**src/rtl/hamming_tx_serializer.sv**
```systemverilog
// hamming_tx_serializer: sends 12-bit codewords as start/12 data LSB-first/stop serial frames through a one-word holding register
module hamming_tx_serializer #(
  parameter int CLKS_PER_BIT = 4
) (
  input  logic        clk,
  input  logic        rst_n,
  input  logic [11:0] encoded_data,
  input  logic        in_valid,
  output logic        in_ready,
  output logic        tx_serial,
  output logic        tx_busy,
  output logic        frame_done,
  output logic [15:0] frames_sent
);
  localparam logic [1:0] IDLE = 2'd0, START = 2'd1, DATA = 2'd2, STOP = 2'd3;
  logic [1:0] state, state_n;
  logic [7:0] baud, baud_n;
  logic [3:0] bit_cnt, bit_cnt_n;
  logic [11:0] hold_reg, shifter, shifter_n;
  logic hold_full, load, last_baud, accept;
  assign last_baud = baud == 8'(CLKS_PER_BIT - 1);
  assign in_ready = !hold_full && rst_n;
  assign accept = in_valid && in_ready;
  assign tx_busy = state != IDLE;
  assign frame_done = state == STOP && last_baud;
  assign load = hold_full && (state == IDLE || frame_done);
  always_comb begin
    state_n = state;
    baud_n = (state == IDLE || last_baud) ? 8'd0 : baud + 8'd1;
    bit_cnt_n = bit_cnt;
    shifter_n = shifter;
    case (state)
      START: state_n = last_baud ? DATA : START;
      DATA: if (last_baud) begin
        shifter_n = shifter >> 1;
        bit_cnt_n = bit_cnt + 4'd1;
        state_n = bit_cnt == 4'd11 ? STOP : DATA;
      end
      STOP: state_n = last_baud ? IDLE : STOP;
      default: state_n = IDLE;
    endcase
    if (load) begin
      state_n = START;
      shifter_n = hold_reg;
      bit_cnt_n = 4'd0;
    end
  end
  always_ff @(posedge clk) begin
    if (!rst_n) begin
      state <= IDLE;
      baud <= 8'd0;
      bit_cnt <= 4'd0;
      shifter <= 12'd0;
      hold_reg <= 12'd0;
      hold_full <= 1'b0;
      tx_serial <= 1'b1;
      frames_sent <= 16'd0;
    end else begin
      state <= state_n;
      baud <= baud_n;
      bit_cnt <= bit_cnt_n;
      shifter <= shifter_n;
      hold_full <= accept || (hold_full && !load);
      if (accept) hold_reg <= encoded_data;
      tx_serial <= state_n == START ? 1'b0 : state_n == DATA ? shifter_n[0] : 1'b1;
      if (frame_done) frames_sent <= frames_sent + 16'd1;
    end
  end
endmodule
```
**config.mk**
```make
export PLATFORM = sky130hd
export DESIGN_NAME = hamming_tx_serializer
export DESIGN_NICKNAME = d
export VERILOG_FILES = /design/src/rtl/hamming_tx_serializer.sv
export SDC_FILE = /design/constraint.sdc
export NUM_CORES = 1
export LEC_CHECK = 0
export CAP_MARGIN = 20
export CORE_ASPECT_RATIO = 2
export CORE_MARGIN = 2
export CORE_UTILIZATION = 40
export CTS_CLUSTER_SIZE = 8
export DETAILED_ROUTE_END_ITERATION = 8
export PLACE_DENSITY = 0.73
export SETUP_SLACK_MARGIN = 0.4
export SYNTH_ARGS = -nofsm -noshare
export SYNTH_HDL_FRONTEND = slang
export SYNTH_SLANG_ARGS = --single-unit
```
**constraint.sdc**
```tcl
create_clock -name clk -period 3.1 [get_ports clk]
set_input_delay 0.93 -clock clk [delete_from_list [all_inputs] [get_ports clk]]
set_output_delay 0.93 -clock clk [all_outputs]
set_load 0.03 [all_outputs]
```
==> out/qor.yml <==
outcome: "finished with violations"
dieWidth_um: 58.8
core_area_mm2: 0.00591
fmax_mhz: 381
final_util: 0.502
io_pins: 35
wire_per_inst_um: 12.8
crit_type: "flip-flop to primary output"
slowest_stage: "or4b_4"
hold_class: "flip-flop to flip-flop"
largest_reg_flops: 16
synth_edf_count: 0
clock-sinks: 56
place_hpwl_mm: 3.51
violations: "design-rule violations"
synth_ff_type: "dfxtp_1"
syn_inst: 294
reg2reg_to: "shifter[1]"
peakVddDrop_uv: 309
critPathLaunch: "baud[0]"
hold_violations: 0
hold_buffers: 0
cp_num_buf_inv: 1
muxShareOfSynthArea: 0.00417
total_power_mw: 1.44
initialDrtViolationCount: 79
firstDrtPassIters: 6
synth_top_family_by_area: "simple AND/OR/NAND/NOR gates"
cts_buffers: 5
fin_nets: 342
syn_nets: 312
track_usage: 0.161
num_antenna_cells: 0
synth_top_cells_by_area: "dfxtp_1, nand2_1, nor2_1, xor2_1, a311oi_1"
clk_latency_ns: 0.29
cts_tree: "yes"
grt.busiest_layer: "met2"
synth_top_area_frac: 0.467
grt_pass1_wl_mm: 8.71
cp.required_ns: 2.17
synthSimpleGateAreaFrac: 0.280
initial_core_util: 0.407
yosysSeqAreaShare: 0.467
root_buffer: "clkbuf_16"
r2r_slack_ns: 0.72
drt-total-wl_mm: 4.96
worstHoldStart: "hold_reg[9]"
slew_violations: 0
holdPathEnd: "hold_reg[9]"
instances_no_fill: 388
p_leak_nw: 1.04
syn_to_final_growth_pct: 23.4
gr-total-overflow: 0
crit_arrival_ns: 1.70
dp_cells: 379
rsz0062_at_grt: "false"
start_kind: "flip-flop"
endpoint_kind: "primary output"
reg2reg_depth: 9
vias: 2060
finalCriticalPeriod_ns: 2.63
rr_startpoint: "baud[0]"
vias_per_cell: 5.31
fin_skew_ns: 0.00627
fp.dieH_um: 114
grt_pass1_vias: 2011
ctsHtreeMaxLevel: 2
grt_use_met1: 0.202
yosysWarnings: 0
slowest_delay_ns: 0.52
cts.clk_slew.worst_paths_ns: 0.07
synthArstFlopShare: 0
maxSlewHeadroom: 0.548
path_cells: "ha_4, or4b_4, nor3_4, buf_6"
netlist_area_mm2: 0.00240
synth_top_cell_by_area: "dfxtp_1"
synth_xor_area_frac: 0.0803
crit_fanout: 6
die-area_mm2: 0.00668
grt_max_degree: 31
crit_family: "simple AND/OR/NAND/NOR gates"
ant_nets: 0
drive_gt1_frac: 0.0923
powerDensity_mw_per_mm2: 484
synth-seq-cells: 56
syn_avg_cell_area_um2: 8.17
cap_violations: 0
cts.path.max_buffers: 2
port_buffers: 34
synth_compound_area_frac: 0.111
drc: 2
met2_usage: 0.272
worst_slew_pin_slew_ns: 0.674
gp_congestion: 0.752
timing.final.crit_share: 0.847
ys_types: 38
synthAdderAreaFrac: 0.0156
final.setup.tns_ns: 0
antenna_found_initial: 0
min_delay_path_depth: 2
setup_viol: 0
use_met3: 0.0215
num_rows: 40
-- synthesized netlist by cell type (all sizes together), types with 2 or more instances --
| master | number |
|---|---|
| nand2 | 59 |
| dfxtp | 56 |
| nor2 | 44 |
| o21ai | 18 |
| clkbuf | 15 |
| xor2 | 13 |
| nand3 | 12 |
| a311oi | 10 |
| xnor2 | 9 |
| a21oi | 8 |
| nor3 | 8 |
| inv | 6 |
| nand4 | 5 |
| and3 | 3 |
| buf | 3 |
| ha | 3 |
| nor4 | 3 |
| or3 | 3 |
| and2 | 2 |
-- how the worst max path moves through the flow --
stage          cells after the start  slack, ns          to
3_3_place_gp                       4       0.43    in_ready
5_1_grt                            3       0.41     tx_busy
6_report                           4       0.47  frame_done
2_1_floorplan                      3       0.47    in_ready
4_1_cts                            4       0.38  frame_done
3_5_place_dp                       4       0.40    in_ready
-- where the power goes --
| group | switching (mW) | internal [mW] |
|---|---|---|
| registers | 0.0200 | 0.750 |
| logic | 0.0622 | 0.0488 |
| clock network | 0.256 | 0.298 |
| total | 0.338 | 1.10 |
-- cells in the final DEF, fill, tap and decap left out, drive strengths merged --
cell type      Yosys  layout
a21oi              8       8
a221oi             1       1
a22oi              1       1
a311oi            10      10
and2               2       2
and3               3       3
and4               1       1
buf                3       9
clkbuf            15       5
clkdlybuf4s50      0      31
clkinv             0       3
dfxtp             56      56
dlygate4sd2        0       1
ha                 3       3
inv                6       6
mux2i              1       1
nand2             59      59
nand2b             1       1
nand3             12      12
nand3b             1       1
nand4              5       5
nor2              44      44
nor3               8       8
nor4               3       3
nor4b              1       1
o21a               1       1
o21ai             18      18
o221ai             1       1
o31ai              1       1
o41ai              1       1
or2                1       1
or3                3       3
or4                1       1
or4b               1       1
xnor2              9       9
xor2              13      13
-- area by class of cell --
class | count | area, um^2
clock buffer | 5 | 125
clock inverter | 3 | 18.8
fill | 596 | 2940
inverter | 6 | 22.5
multi-input combinational | 214 | 1200
sequential | 56 | 1120
tap | 63 | 78.8
timing repair buffer | 41 | 390
-- per-stage QoR --
stage | hold WS [ns] | cell area (um^2) | worst slack (ns)
6_report | 0.462 | 2960 | 0.474
5_1_grt | 0.488 | 2960 | 0.407
4_1_cts | 0.467 | 2950 | 0.375
3_5_place_dp | 0.458 | 2790 | 0.399
3_3_place_gp | 0.451 | 2790 | 0.425
2_1_floorplan | 0.436 | 2410 | 0.469
-- worst reg2reg max path: cells and delay by family (launching register included) --
kind	cells	cell delay [ns]
AO/OA/AOI/OAI	2	0.79
adder cells (fa/ha/maj)	1	0.18
buffers and inverters	3	0.60
flip-flops	1	0.35
AND/OR/NAND/NOR	3	0.36
-- routing by layer --
metal	up-vias	wire length, um
li1	1047	-
met1	963	2210
met2	43	2490
met3	7	180
met4	0	86
met5	-	0
-- cells by family after synthesis --
group / count (synthesis)
flip-flops: 56
AND/OR/NAND/NOR: 146
multiplexers: 1
AO/OA/AOI/OAI: 42
buffers and inverters: 24
adder cells (fa/ha/maj): 3
XOR/XNOR: 22
-- timing repair --
| item | in CTS | in global routing |
|---|---|---|
| hold endpoints to repair | 0 | 0 |
| resized for setup | 7 | 1 |
| buffers inserted | 0 | 1 |
| endpoints found under the setup margin | 3 | 1 |
| pin swaps | 1 | 1 |
No activity file was read; power rests on OpenSTA's default activity.
